<file path="src/rtl/oam_dma_ctrl.sv">
// rtl/oam_dma_ctrl.sv - sprite DMA engine: halts the CPU and copies one RAM page into PPU OAMDATA.
module oam_dma_ctrl #(
    parameter int          NUM_BYTES = 256,
    parameter logic [2:0]  OAM_REG   = 3'd4
) (
    input  logic        clk,
    input  logic        reset,
    input  logic        dma_start,
    input  logic [7:0]  dma_page,
    output logic [15:0] mem_addr,
    output logic        mem_rd,
    input  logic [7:0]  mem_data_in,
    output logic        ppu_reg_cs,
    output logic [2:0]  ppu_reg_addr,
    output logic        vram_WE,
    output logic [7:0]  cpu_data_out,
    output logic        rdy,
    output logic        dma_busy,
    output logic        dma_done
);

    typedef enum logic [2:0] {IDLE, HALT, ALIGN, READ, WRITE, DONE} state_t;

    localparam logic [8:0] LAST = 9'(NUM_BYTES - 1);

    state_t     state;
    logic [7:0] page;
    logic [8:0] count;
    logic       cyc_odd;
    logic       odd_start;

    // Strobes are registered alongside the state they belong to, so they
    // never depend combinationally on dma_start or other inputs.
    always_ff @(posedge clk) begin
        if (reset) begin
            state        <= IDLE;
            page         <= 8'h00;
            count        <= 9'd0;
            cyc_odd      <= 1'b0;
            odd_start    <= 1'b0;
            mem_addr     <= 16'h0000;
            mem_rd       <= 1'b0;
            ppu_reg_cs   <= 1'b0;
            ppu_reg_addr <= 3'd0;
            vram_WE      <= 1'b0;
            rdy          <= 1'b1;
            dma_busy     <= 1'b0;
            dma_done     <= 1'b0;
        end else begin
            cyc_odd      <= ~cyc_odd;
            mem_addr     <= 16'h0000;
            mem_rd       <= 1'b0;
            ppu_reg_cs   <= 1'b0;
            ppu_reg_addr <= 3'd0;
            vram_WE      <= 1'b0;
            dma_done     <= 1'b0;
            case (state)
                IDLE: begin
                    if (dma_start) begin
                        page      <= dma_page;
                        count     <= 9'd0;
                        odd_start <= cyc_odd;
                        rdy       <= 1'b0;
                        dma_busy  <= 1'b1;
                        state     <= HALT;
                    end
                end
                HALT: begin
                    if (odd_start) begin
                        state <= ALIGN;
                    end else begin
                        mem_rd   <= 1'b1;
                        mem_addr <= {page, count[7:0]};
                        state    <= READ;
                    end
                end
                ALIGN: begin
                    mem_rd   <= 1'b1;
                    mem_addr <= {page, count[7:0]};
                    state    <= READ;
                end
                READ: begin
                    ppu_reg_cs   <= 1'b1;
                    vram_WE      <= 1'b1;
                    ppu_reg_addr <= OAM_REG;
                    state        <= WRITE;
                end
                WRITE: begin
                    count <= count + 9'd1;
                    if (count == LAST) begin
                        dma_done <= 1'b1;
                        rdy      <= 1'b1;
                        dma_busy <= 1'b0;
                        state    <= DONE;
                    end else begin
                        // Low byte wraps inside the page; the page byte is never touched.
                        mem_rd   <= 1'b1;
                        mem_addr <= {page, count[7:0] + 8'd1};
                        state    <= READ;
                    end
                end
                DONE: begin
                    state <= IDLE;
                end
                default: begin
                    rdy      <= 1'b1;
                    dma_busy <= 1'b0;
                    state    <= IDLE;
                end
            endcase
        end
    end

    // RAM data arrives the cycle after mem_rd, which is exactly the WRITE cycle.
    assign cpu_data_out = vram_WE ? mem_data_in : 8'h00;

endmodule

</file>
<file path="config.mk">
export PLATFORM = sky130hd
export DESIGN_NAME = oam_dma_ctrl
export DESIGN_NICKNAME = d
export VERILOG_FILES = /design/src/rtl/oam_dma_ctrl.sv
export SDC_FILE = /design/constraint.sdc
export NUM_CORES = 1
export LEC_CHECK = 0
export CORE_MARGIN = 2
export CORE_UTILIZATION = 40
export CTS_CLUSTER_SIZE = 24
export DETAILED_ROUTE_END_ITERATION = 10
export PLACE_DENSITY = 0.69
export SYNTH_ARGS = -nofsm -noshare
export SYNTH_HDL_FRONTEND = slang
export SYNTH_SLANG_ARGS = --single-unit
</file>
<file path="constraint.sdc">
create_clock -name clk -period 2.4 [get_ports clk]
set_input_delay 0.36 -clock clk [delete_from_list [all_inputs] [get_ports clk]]
set_output_delay 0.36 -clock clk [all_outputs]
set_load 0.05 [all_outputs]
</file>
# After elaboration in Yosys (flattened, before gate mapping)

Index checks and enable logic that the tools add are counted.

Bitwise gates (word level): 3
Add/sub/neg operators: 2
Multiplexer cells: 22
Equality and inequality tests: 8
Reduce and logical (&&, ||, !) cells: 7

Operators with widths:

| operator                                                        | count |
|---|---|
| 16-bit one-hot mux with 3 select lines                          | 1 |
| 16-bit 2-to-1 mux                                               | 2 |
| 9-bit one-hot mux with 2 select lines                           | 1 |
| 3-bit one-hot mux with 5 select lines                           | 1 |
| 9-bit by 1-bit adder with 9-bit output, second input constant   | 1 |
| 9-bit by 8-bit == test with 1-bit output, second input constant | 1 |
| 1-bit 2-to-1 mux                                                | 9 |
| 3-bit 2-to-1 mux                                                | 3 |
| 9-bit 2-to-1 mux                                                | 1 |
| 1-bit one-hot mux with 3 select lines                           | 3 |
| 8-bit by 1-bit adder with 8-bit output, second input constant   | 1 |
| 8-bit 2-to-1 mux                                                | 1 |
| 3-bit by 2-bit == test with 1-bit output, second input constant | 2 |
| 3-bit == test, second input constant                            | 2 |
| 2-bit inequality test, second input constant                    | 2 |
| 2-bit AND reduction                                             | 2 |
| 4-bit OR reduction                                              | 1 |
| 3-bit by 1-bit == test with 1-bit output, second input constant | 1 |
| 3-bit zero test                                                 | 1 |
| 1-bit NOT                                                       | 3 |
| 3-bit AND reduction                                             | 1 |
| 2-bit nonzero test                                              | 1 |
| 2-bit OR reduction                                              | 1 |

Input bits: 19
Bits in registers: 46
Output and inout bits: 33

# Longest topological paths before layout

Depth after elaboration: 4
Gate-level depth with buffers: 8
Gate-level depth less buffers: 8

# Least setup slack after synthesis

OpenSTA, ideal clock, no wires.

Kind: register to register
From: register count[0]
To: register mem_addr[5]
Cell stages (with the launch flop): 8
Data required time: 2.324 ns
Clock period less this slack: 2.013 ns
Slack: 0.387 ns
Data arrival time: 1.937 ns
Setup time: 0.076 ns
Path through: dfxtp_1 > ha_1 > nand3_1 > nor2_1 > ha_1 > or4b_4 > or3_1 > a31oi_2

Longest elaborated chain between the ends: 3
Elaborated cells on any way between the ends: 4

RTL lines:

| what                                                                                               | RTL line | text |
|---|---|---|
| start: declaration                                                                                 | 28       | `logic [8:0] count;` |
| start signal: assignment                                                                           | 89       | `count <= count + 9'd1;` |
| 8-bit by 1-bit adder with 8-bit output or 9-bit by 8-bit == test with 1-bit output (tied branches) | 98, 90   |  |
| 16-bit 2-to-1 mux *                                                                                | 90       | `if (count == LAST) begin` |
| 16-bit one-hot mux with 3 select lines *                                                           | 57       | `case (state)` |
| end signal: assignment                                                                             | 73       | `mem_addr <= {page, count[7:0]};` |
| end signal: assignment                                                                             | 79       | `mem_addr <= {page, count[7:0]};` |
| end signal: assignment                                                                             | 98       | `mem_addr <= {page, count[7:0] + 8'd1};` |
| end: declaration                                                                                   | 10       | `output logic [15:0] mem_addr,` |

Every way passes the cells marked *; elsewhere a longest branch is shown, timed or not.
A chain may end at the register's enable or synchronous reset.

# Final worst setup path

Ends and elaborated chain as after synthesis.

==> flow_summary.toml <==
[sta]
min_period_ps = 2170
worst_pin_slew_ps = 811
fin_crit_sh = 0.906
fin_setup_tns_ps = 0
maxSlewHeadroom = 0.458
fmax_mhz = 460
rsz0062_at_grt = "no"
hold_viol = 0
slew_viol_final = 0
clock-skew-final_ps = 7.94
setup_viol = 0

[floorplanning]
core_area_sq_um = 4350
fp.dieArea_sq_um = 5090
start_util = 0.416
die_w_microns = 71.3
io_pins = 52
chipHeight_microns = 71.3
placementRows = 24

[finish]
antenna_cells = 0
drive_gt1_frac = 0.113
nets = 277
fillCellCount = 421
syn_to_final_growth_pct = 34.8
final_cells = 309
design_area_sq_um = 2440

[power]
leakagePower_nw = 0.903
power.density_nw_per_um2 = 783
power.internal_mw = 1.34
power.share.clock = 0.348
switchingPower_mw = 0.569
switching_share = 0.298
pwr-share-seq = 0.424
vdd_drop_max_uv = 414
p_comb_frac = 0.229

[route]
routed_wl_mm = 3.91
wl_met1_mm = 1.74
viasPerCell = 5.11
vias = 1580
final_antenna_net_count = 0
wl_met3_microns = 342
first_pass_iters = 5
first_iter_violations = 77
met2_length_mm = 1.76
wl_per_cell_microns = 12.7
maxUsedRoutingLayer = "met4"
drc = 0

[placement]
place_area_sq_um = 2310
dp_cells = 301
hpwl_mm = 2.76
gp_congestion = 0.831
portBuffers = 49

[clocking]
htree_levels = 2
cts_buffers = 5
post_cts_buffers = 0
root_buffer = "clkbuf_8"
ctsResizeCount = 0
clk_path_buf_depth = 2
hold_buffers = 0
cts.sinks = 43
cts_tree = "yes"
path_clk_slew_ps = 80
clkLatencyLatePin_ps = 300

[setup_path]
cp-end-kind = "flop"
cp_cell_sequence = "ha_1 > nand3_1 > nor2_1 > ha_1 > or4b_4 > or3_1 > a31oi_2"
crit_family = "simple AND/OR/NAND/NOR gates"
slowest_delay_ps = 550
cp.required_ps = 2630
cpMaxStageDelayCell = "or4b_4"
crit_buf_inv = 0
worst_ep_arrival_time_ps = 2400
cp_max_fo = 7
worstSetupPathType = "flop to flop"
crit_top_cell = "ha_1"
startpoint_type = "flop"

[synthesis]
yosysTopAreaCell = "dfxtp_1"
ys_seq_area_frac = 0.475
synthArstFlopShare = 0
syn_inst = 210
synth_cell_types = 41
synth_edf_count = 0
synth_top_area_share = 0.475
ys_seq_elements = 43
synth_area_leaders = "dfxtp_1, a21oi_1, and2_1, nand2_1, nor2_1"
synth_area_sq_um = 1810
ys.flop_type = "dfxtp_1"
syn_avg_cell_area_sq_um = 8.63
yosys_warnings = 0

[global_route]
grt-ovfl-total = 0
grt_antenna_before_repair = 0
grt_pass1_wl_mm = 6.51
grt_pass1_vias = 1459
grt_max_degree = 28
grt_usage = 0.163

[job]
maxCapViolations = 0

[min_path]
holdCritPathClass = "flop to flop"

[outcome]
status = "finished clean"
## state kept, by name (all words and copies together) (netlist names)
signal,cells
count,9
cyc_odd,1
dma_busy,1
dma_done,1
mem_addr,16
mem_rd,1
odd_start,1
page,8
ppu_reg_addr,1
rdy,1
state,3
## cell usage after synthesis (3+ instances only)
library cell and instances:
and2_1 17, buf_4 4, and3_1 3, or3_1 3
nand3_1 6, nand3b_1 3, dfxtp_1 43, a311oi_1 3
nand2b_1 3, clkbuf_1 8, nor2_1 21, nor3b_1 5
o21ai_0 7, a21oi_1 26, nand2_1 24
## final timing paths
path,start,to,slack (ps),depth (start not counted)
worst max-delay path,count[0],mem_addr[5],230,7
worst min register to register,cyc_odd,cyc_odd,420,1
worst max register to register,count[0],mem_addr[5],230,7
worst min-delay path,cyc_odd,cyc_odd,420,1
## cells by family (layout without fill, tap and decap cells)
family	count (synthesis)	count (layout)	share of synthesized area
compound gates	48	48	0.168
buf+inv	19	65	0.0573
other cells	1	2	0.00207
flops	43	43	0.475
simple gates	96	96	0.280
fa+ha+maj	2	2	0.0138
xor+xnor	1	1	0.00483
## placed cells by master, fill, tap and decap left out, drive strengths merged, types with 5 or more instances in the layout
cell,synthesis,final
nor3b,5,5
buf,9,14
nor2,22,22
a21oi,28,28
o21ai,7,7
nand3,6,6
dfxtp,43,43
clkbuf,8,5
clkdlybuf4s50,0,41
nand2,24,24
and2,17,17
## power groups by stage
stage	Clock, mW	Combinational, mW	Sequential [mW]
6_report	0.665	0.437	0.810
5_1_grt	0.712	0.472	0.822
4_1_cts	0.682	0.444	0.812
3_5_place_dp	0	0.443	0.829
3_3_place_gp	0	0.436	0.827
2_1_floorplan	0	0.269	0.869
## per-layer routing
metal	up-vias	global-route usage
met1	705	0.206
met3	8	0.0605
met5	-	0
li1	804	-
met4	0	0.0755
met2	63	0.249
## worst register-to-register path, stage by stage, from the launching register on
cell,delay [ps]
dfxtp_1,370
ha_1,280
nand3_1,100
nor2_1,50
ha_1,270
or4b_4,550
or3_1,340
a31oi_2,150
## per-stage QoR
step                total power [mW]   util  setup WS, ps  hold WS [ps]
global placement                1.26  0.530           295           400
CTS                             1.94  0.561           228           415
finish                          1.91  0.561           226           416
global route                    2.01  0.561          89.7           433
detailed placement              1.27  0.530           246           403
floorplan                       1.14      -           387           392
## layout make-up
| class | instances | area (sq um) | share of cell area |
|---|---|---|---|
| inverters | 2 | 7.51 | 0.00307 |
| multi-input cells | 149 | 858 | 0.351 |
| clock buffers | 5 | 68.8 | 0.0282 |
| flip-flops and latches | 43 | 861 | 0.352 |
| well taps | 52 | 65.1 | 0.0266 |
| clock inverters | 3 | 67.6 | 0.0276 |
| repair buffers | 55 | 515 | 0.211 |
Note: power is estimated with default switching activity, not from simulation.
